**config.mk**
```make
export PLATFORM = sky130hd
export DESIGN_NAME = sha256_core
export DESIGN_NICKNAME = d
export VERILOG_FILES = /design/src/rtl/sha256_pkg.sv /design/src/rtl/sha256_msg_sched.sv /design/src/rtl/sha256_core.sv
export SDC_FILE = /design/constraint.sdc
export NUM_CORES = 2
export LEC_CHECK = 0
export CAP_MARGIN = 20
export CORE_MARGIN = 1
export CORE_UTILIZATION = 57
export CTS_BUF_LIST = sky130_fd_sc_hd__clkbuf_16
export CTS_CLUSTER_SIZE = 20
export DETAILED_ROUTE_END_ITERATION = 8
export MAX_ROUTING_LAYER = met4
export PLACE_DENSITY = 0.79
export SKIP_CTS_REPAIR_TIMING = 1
export SLEW_MARGIN = 20
export SYNTH_ARGS = -nofsm -noshare
export SYNTH_HDL_FRONTEND = slang
export SYNTH_SLANG_ARGS = --single-unit
```
**constraint.sdc**
```tcl
create_clock -name Clk -period 11.18 [get_ports Clk]
set_input_delay 2.236 -clock Clk [delete_from_list [all_inputs] [get_ports Clk]]
set_output_delay 2.236 -clock Clk [all_outputs]
set_load 0.005 [all_outputs]
```
**src/rtl/sha256_pkg.sv**
```systemverilog
// Shared SHA-256 constants, round functions and FSM state type.
// Used by sha256_core (chaining via SHA_CHAIN_EN) and sha256_msg_sched.
package sha256_pkg;

  localparam int SHA_ROUNDS = 64;

  typedef enum logic [1:0] {
    ST_IDLE  = 2'd0,
    ST_ROUND = 2'd1,
    ST_FINAL = 2'd2
  } sha_state_e;

  localparam logic [0:7][31:0] SHA_IV = {
    32'h6a09e667, 32'hbb67ae85, 32'h3c6ef372, 32'ha54ff53a,
    32'h510e527f, 32'h9b05688c, 32'h1f83d9ab, 32'h5be0cd19
  };

  localparam logic [31:0] SHA_K [SHA_ROUNDS] = '{
    32'h428a2f98, 32'h71374491, 32'hb5c0fbcf, 32'he9b5dba5,
    32'h3956c25b, 32'h59f111f1, 32'h923f82a4, 32'hab1c5ed5,
    32'hd807aa98, 32'h12835b01, 32'h243185be, 32'h550c7dc3,
    32'h72be5d74, 32'h80deb1fe, 32'h9bdc06a7, 32'hc19bf174,
    32'he49b69c1, 32'hefbe4786, 32'h0fc19dc6, 32'h240ca1cc,
    32'h2de92c6f, 32'h4a7484aa, 32'h5cb0a9dc, 32'h76f988da,
    32'h983e5152, 32'ha831c66d, 32'hb00327c8, 32'hbf597fc7,
    32'hc6e00bf3, 32'hd5a79147, 32'h06ca6351, 32'h14292967,
    32'h27b70a85, 32'h2e1b2138, 32'h4d2c6dfc, 32'h53380d13,
    32'h650a7354, 32'h766a0abb, 32'h81c2c92e, 32'h92722c85,
    32'ha2bfe8a1, 32'ha81a664b, 32'hc24b8b70, 32'hc76c51a3,
    32'hd192e819, 32'hd6990624, 32'hf40e3585, 32'h106aa070,
    32'h19a4c116, 32'h1e376c08, 32'h2748774c, 32'h34b0bcb5,
    32'h391c0cb3, 32'h4ed8aa4a, 32'h5b9cca4f, 32'h682e6ff3,
    32'h748f82ee, 32'h78a5636f, 32'h84c87814, 32'h8cc70208,
    32'h90befffa, 32'ha4506ceb, 32'hbef9a3f7, 32'hc67178f2
  };

  function automatic logic [31:0] rotr(input logic [31:0] x, input int unsigned n);
    return (x >> n) | (x << (32 - n));
  endfunction

  function automatic logic [31:0] big_sigma0(input logic [31:0] x);
    return rotr(x, 2) ^ rotr(x, 13) ^ rotr(x, 22);
  endfunction

  function automatic logic [31:0] big_sigma1(input logic [31:0] x);
    return rotr(x, 6) ^ rotr(x, 11) ^ rotr(x, 25);
  endfunction

  function automatic logic [31:0] small_sigma0(input logic [31:0] x);
    return rotr(x, 7) ^ rotr(x, 18) ^ (x >> 3);
  endfunction

  function automatic logic [31:0] small_sigma1(input logic [31:0] x);
    return rotr(x, 17) ^ rotr(x, 19) ^ (x >> 10);
  endfunction

  function automatic logic [31:0] ch(input logic [31:0] x, input logic [31:0] y,
                                     input logic [31:0] z);
    return (x & y) ^ (~x & z);
  endfunction

  function automatic logic [31:0] maj(input logic [31:0] x, input logic [31:0] y,
                                      input logic [31:0] z);
    return (x & y) ^ (x & z) ^ (y & z);
  endfunction

endpackage

```
**src/rtl/sha256_msg_sched.sv**
```systemverilog
// 16-word SHA-256 message schedule window; head word (index 15) is W_t.
module sha256_msg_sched
  import sha256_pkg::*;
(
  input  logic         clk_i,
  input  logic         rst_ni,
  input  logic         load_i,
  input  logic         shift_i,
  input  logic [511:0] block_i,
  output logic [31:0]  w_o
);

  // win_q[15 - j] holds W[t + j], so loading the block places W0 at the head.
  logic [15:0][31:0] win_q, win_d;
  logic [31:0]       w_new;

  assign w_new = small_sigma1(win_q[1]) + win_q[6] + small_sigma0(win_q[14]) + win_q[15];
  assign w_o   = win_q[15];

  always_comb begin
    win_d = win_q;
    if (load_i) begin
      win_d = block_i;
    end else if (shift_i) begin
      win_d = {win_q[14:0], w_new};
    end
  end

  always_ff @(posedge clk_i or negedge rst_ni) begin
    if (!rst_ni) begin
      win_q <= '0;
    end else begin
      win_q <= win_d;
    end
  end

endmodule

```
**src/rtl/sha256_core.sv**
```systemverilog
// Iterative single-block SHA-256 compression, one round per clock.
// Define SHA_CHAIN_EN to add i_fFirst for multi-block chaining from the previous digest.
module sha256_core
  import sha256_pkg::*;
(
  input  logic         Clk,
  input  logic         Rst,
  input  logic [511:0] i_Data,
  input  logic         i_fStart,
`ifdef SHA_CHAIN_EN
  input  logic         i_fFirst,
`endif
  output logic [255:0] o_Data,
  output logic         o_fDone
);

  sha_state_e       state_q, state_d;
  logic [5:0]       round_q, round_d;
  logic [0:7][31:0] work_q, work_d;
  logic [0:7][31:0] digest_q, digest_d;
  logic             done_q, done_d;
  logic [0:7][31:0] init_hash;
  logic [0:7][31:0] hinit;
  logic [31:0]      w_t, t1, t2;
  logic             sched_load, sched_shift;

  localparam logic [5:0] ROUND_LAST = 6'(SHA_ROUNDS - 1);

`ifdef SHA_CHAIN_EN
  // Initial hash is captured at start because o_Data is overwritten by FINAL.
  logic [0:7][31:0] hinit_q;
  assign init_hash = i_fFirst ? SHA_IV : digest_q;
  assign hinit     = hinit_q;

  always_ff @(posedge Clk or negedge Rst) begin
    if (!Rst) begin
      hinit_q <= '0;
    end else if (sched_load) begin
      hinit_q <= init_hash;
    end
  end
`else
  assign init_hash = SHA_IV;
  assign hinit     = SHA_IV;
`endif

  sha256_msg_sched u_sched (
    .clk_i   (Clk),
    .rst_ni  (Rst),
    .load_i  (sched_load),
    .shift_i (sched_shift),
    .block_i (i_Data),
    .w_o     (w_t)
  );

  assign t1 = work_q[7] + big_sigma1(work_q[4]) + ch(work_q[4], work_q[5], work_q[6])
            + SHA_K[round_q] + w_t;
  assign t2 = big_sigma0(work_q[0]) + maj(work_q[0], work_q[1], work_q[2]);

  always_comb begin
    state_d     = state_q;
    round_d     = round_q;
    work_d      = work_q;
    digest_d    = digest_q;
    done_d      = 1'b0;
    sched_load  = 1'b0;
    sched_shift = 1'b0;
    case (state_q)
      ST_IDLE: begin
        if (i_fStart) begin
          sched_load = 1'b1;
          work_d     = init_hash;
          round_d    = '0;
          state_d    = ST_ROUND;
        end
      end
      ST_ROUND: begin
        sched_shift = 1'b1;
        work_d = {t1 + t2, work_q[0], work_q[1], work_q[2],
                  work_q[3] + t1, work_q[4], work_q[5], work_q[6]};
        if (round_q == ROUND_LAST) begin
          round_d = '0;
          state_d = ST_FINAL;
        end else begin
          round_d = round_q + 6'd1;
        end
      end
      ST_FINAL: begin
        for (int i = 0; i < 8; i++) begin
          digest_d[i] = work_q[i] + hinit[i];
        end
        done_d  = 1'b1;
        state_d = ST_IDLE;
      end
      default: state_d = ST_IDLE;
    endcase
  end

  always_ff @(posedge Clk or negedge Rst) begin
    if (!Rst) begin
      state_q  <= ST_IDLE;
      round_q  <= '0;
      work_q   <= '0;
      digest_q <= '0;
      done_q   <= 1'b0;
    end else begin
      state_q  <= state_d;
      round_q  <= round_d;
      work_q   <= work_d;
      digest_q <= digest_d;
      done_q   <= done_d;
    end
  end

  assign o_Data  = digest_q;
  assign o_fDone = done_q;

endmodule

```
==> results_dict.tcl <==
set metrics [dict create \
    ys_seq_area_share_pct 42.0 \
    rows 120 \
    synth_cells 7157 \
    synth_nets 8012 \
    met3_usage_pct 9.61 \
    nets 8401 \
    fmax_ghz 0.102 \
    ant_nets 0 \
    timing.rr.start "round_q[1]$_DFFE_PN0P_" \
    pre_cts_ws_ns 1.69 \
    hold_path_class "flip-flop to flip-flop" \
    period_needed_ns 9.76 \
    cp_data_required_time_ns 11.76 \
    dieArea_sq_um 109000 \
    fillers 8404 \
    maxSlewViolCount 0 \
    startpoint "round_q[1]$_DFFE_PN0P_" \
    rsz0062_at_grt "false" \
    drc 0 \
    clock_latency_ns 0.73 \
    netlist_area_sq_um 61600 \
    grt_antenna_before_repair 62 \
    ys_warn_count 0 \
    ys.flop_type "dfrtp_1" \
    slew_headroom_pct 25.8 \
    track_usage_pct 43.6 \
    path_max_fanout 16 \
    final-setup-viol-count 0 \
    fp.dieW_um 331 \
    synth.area.top_cells "dfrtp_1 (42%), nand2_1 (10%), fa_1 (6.1%)" \
    synth_edf_count 0 \
    initial_core_util_pct 57.5 \
    initialDrtViolationCount 6872 \
    outcome "complete, no violations" \
    ys_types 91 \
    dp_cells 8837 \
    synthArstFlopShare_pct 100 \
    root_buffer "clkbuf_16" \
    drive_gt1_share_pct 3.97 \
    grt_max_degree 274 \
    dr.pass1.iters 6 \
    r2r_end "work_q[255]$_DFFE_PN0P_" \
    grt_pass1_wl_um 343000 \
    grt_use_met2_pct 65.4 \
    yosysTopAreaCell "dfrtp_1" \
    cts_sinks 1033 \
    ff2ff_setup_slack_ns 1.42 \
    cts_tree "built" \
    cts_buffer_depth 3 \
    synth_top_area_share_pct 42.0 \
    path_class "flip-flop to flip-flop" \
    grt-ovfl-total 0 \
    hold_violations 0 \
    gp_congestion 1.07 \
    grt.met1_usage_pct 54.9 \
    syn_avg_cell_area_sq_um 8.61 \
    slowest_delay_ns 0.69 \
    endpoint "work_q[255]$_DFFE_PN0P_" \
    grt_pass1_vias 53492 \
    wl_um 234000 \
    port_buffers 771 \
    critPathLaunchType "flip-flop" \
    tightest_slew_ns 1.11 \
    clk_pin_slew_worst_paths_ns 0.07 \
    synth-seq-cells 1033 \
    post-dp-hpwl_um 175000 \
    top_usage_layer "met2" \
    reg2reg_depth 38 \
    wl_per_cell_um 25.7 \
    vias_per_cell 6.20 \
    finalWorstSetupSlack_ns 1.42 \
    end_kind "flip-flop" \
    cpMaxStageDelayCell "dfrtp_1" \
    vias 56497 \
    fin_setup_tns_ns 0 \
    drv_cap 0 \
    die_h_um 331 \
    cts_buffers 109 \
    period_share_pct 87.3 \
    design.portCount 772 \
    fp.coreArea_sq_um 107000 \
    skew_ns 0.0285 \
    critPathArrivalTime_ns 10.34 \
    area_growth_pct 19.3 \
    htree_levels 3 \
    stdcell_count 9107 \
]
[worst min-delay path by stage]
| stage | start | slack, ns | end | depth (start not counted) |
|---|---|---|---|---|
| 2_1_floorplan | u_sched.win_q[352]$_DFFE_PN0P_ | 0.45 | u_sched.win_q[352]$_DFFE_PN0P_ | 2 |
| 3_3_place_gp | o_Data[53]$_DFFE_PN0P_ | 0.45 | o_Data[53]$_DFFE_PN0P_ | 2 |
| 3_5_place_dp | o_Data[75]$_DFFE_PN0P_ | 0.46 | o_Data[75]$_DFFE_PN0P_ | 2 |
| 4_1_cts | o_Data[75]$_DFFE_PN0P_ | 0.47 | o_Data[75]$_DFFE_PN0P_ | 2 |
| 5_1_grt | o_Data[75]$_DFFE_PN0P_ | 0.49 | o_Data[75]$_DFFE_PN0P_ | 2 |
| 6_report | o_Data[75]$_DFFE_PN0P_ | 0.47 | o_Data[75]$_DFFE_PN0P_ | 2 |
[metal layers]
layer  up-vias  wire length (um)
met2      3344            107000
met5         -                 0
met3       706             25200
met4         0             14900
li1      24891                 -
met1     27556             87500
[registers in the layout (all words and copies together) (netlist names)]
signal and cells:
u_sched.win_q 480, o_Data 256, work_q 256, u_sched.w_o 32, round_q 6, state_q 2
o_fDone 1
[final cells by class]
class	count	area, sq um	share of cell area, %
Multi-Input combinational cell	5291	32700	44.4
Sequential cell	1033	25900	35.2
Timing Repair Buffer	827	8320	11.3
Clock buffer	109	2730	3.71
Tap cell	1403	1760	2.39
Inverter	284	1070	1.45
Clock inverter	94	968	1.32
Antenna cell	66	165	0.225
[critical path: cells and delay by family, from the launching register on]
family / cells / cell delay [ns]
AOI/OAI and AO/OA: 14 / 3.48
adders and majority gates: 7 / 2.87
and+or+nand+nor: 7 / 1.15
buffers and inverters: 7 / 1.01
DFF: 1 / 0.69
xor gates and xnor gates: 3 / 0.41
[synthesized netlist by cell type, drive strengths merged (11+ instances only)]
library cell     n
clkbuf         512
nor2           551
o21a            31
buf             37
a311oi          11
xnor2          384
nand2b          29
a2111oi         13
fa             187
dfrtp         1033
inv            281
and2            16
ha             153
a211oi          30
or3             17
nand4           14
a21oi          247
mux2            24
o31ai           33
mux2i           13
a21o            94
o21ai          570
a31oi          305
o211ai          23
a21boi          15
o21bai          29
nor2b           27
nand3          127
nand2         1695
and3            30
nor4            14
a22oi          237
xor2           181
nor3            61
[kinds of logic (layout without fill, tap and decap cells)]
group / after synthesis / in the layout / synth area share (%)
DFF: 1033 / 1033 / 42.0
and+or+nand+nor: 2616 / 2616 / 17.2
buffers and inverters: 833 / 1314 / 5.11
adders and majority gates: 342 / 342 / 9.22
muxes: 46 / 46 / 0.979
AOI/OAI and AO/OA: 1722 / 1722 / 17.6
other: 0 / 66 / 0
xor gates and xnor gates: 565 / 565 / 8.03
[stage by stage]
stage / hold slack (ns) / cell area [sq um] / util, %
5_1_grt: 0.487 / 73500 / 68.6
3_5_place_dp: 0.456 / 69600 / 65.0
2_1_floorplan: 0.446 / 61600 / -
3_3_place_gp: 0.451 / 69600 / 65.0
6_report: 0.471 / 73500 / 68.7
4_1_cts: 0.470 / 73300 / 68.5
[placed cells by master, fill, tap and decap left out, types with 31 or more instances in the layout]
cell type / instances
clkinv_1: 31
nand3_1: 127
a21oi_1: 241
xnor2_1: 384
clkdlybuf4s50_1: 770
nor2_1: 550
buf_4: 41
fa_1: 187
o21a_1: 31
a21o_1: 94
nand2_1: 1694
o21ai_0: 554
a22oi_1: 237
inv_1: 297
clkbuf_16: 109
a31oi_1: 304
ha_1: 153
xor2_1: 181
nor3_1: 60
diode_2: 66
dfrtp_1: 1030
Power is left out: the tool's default activity adds up to more than one toggle a clock period on the data nets, which glitch-free logic cannot reach.
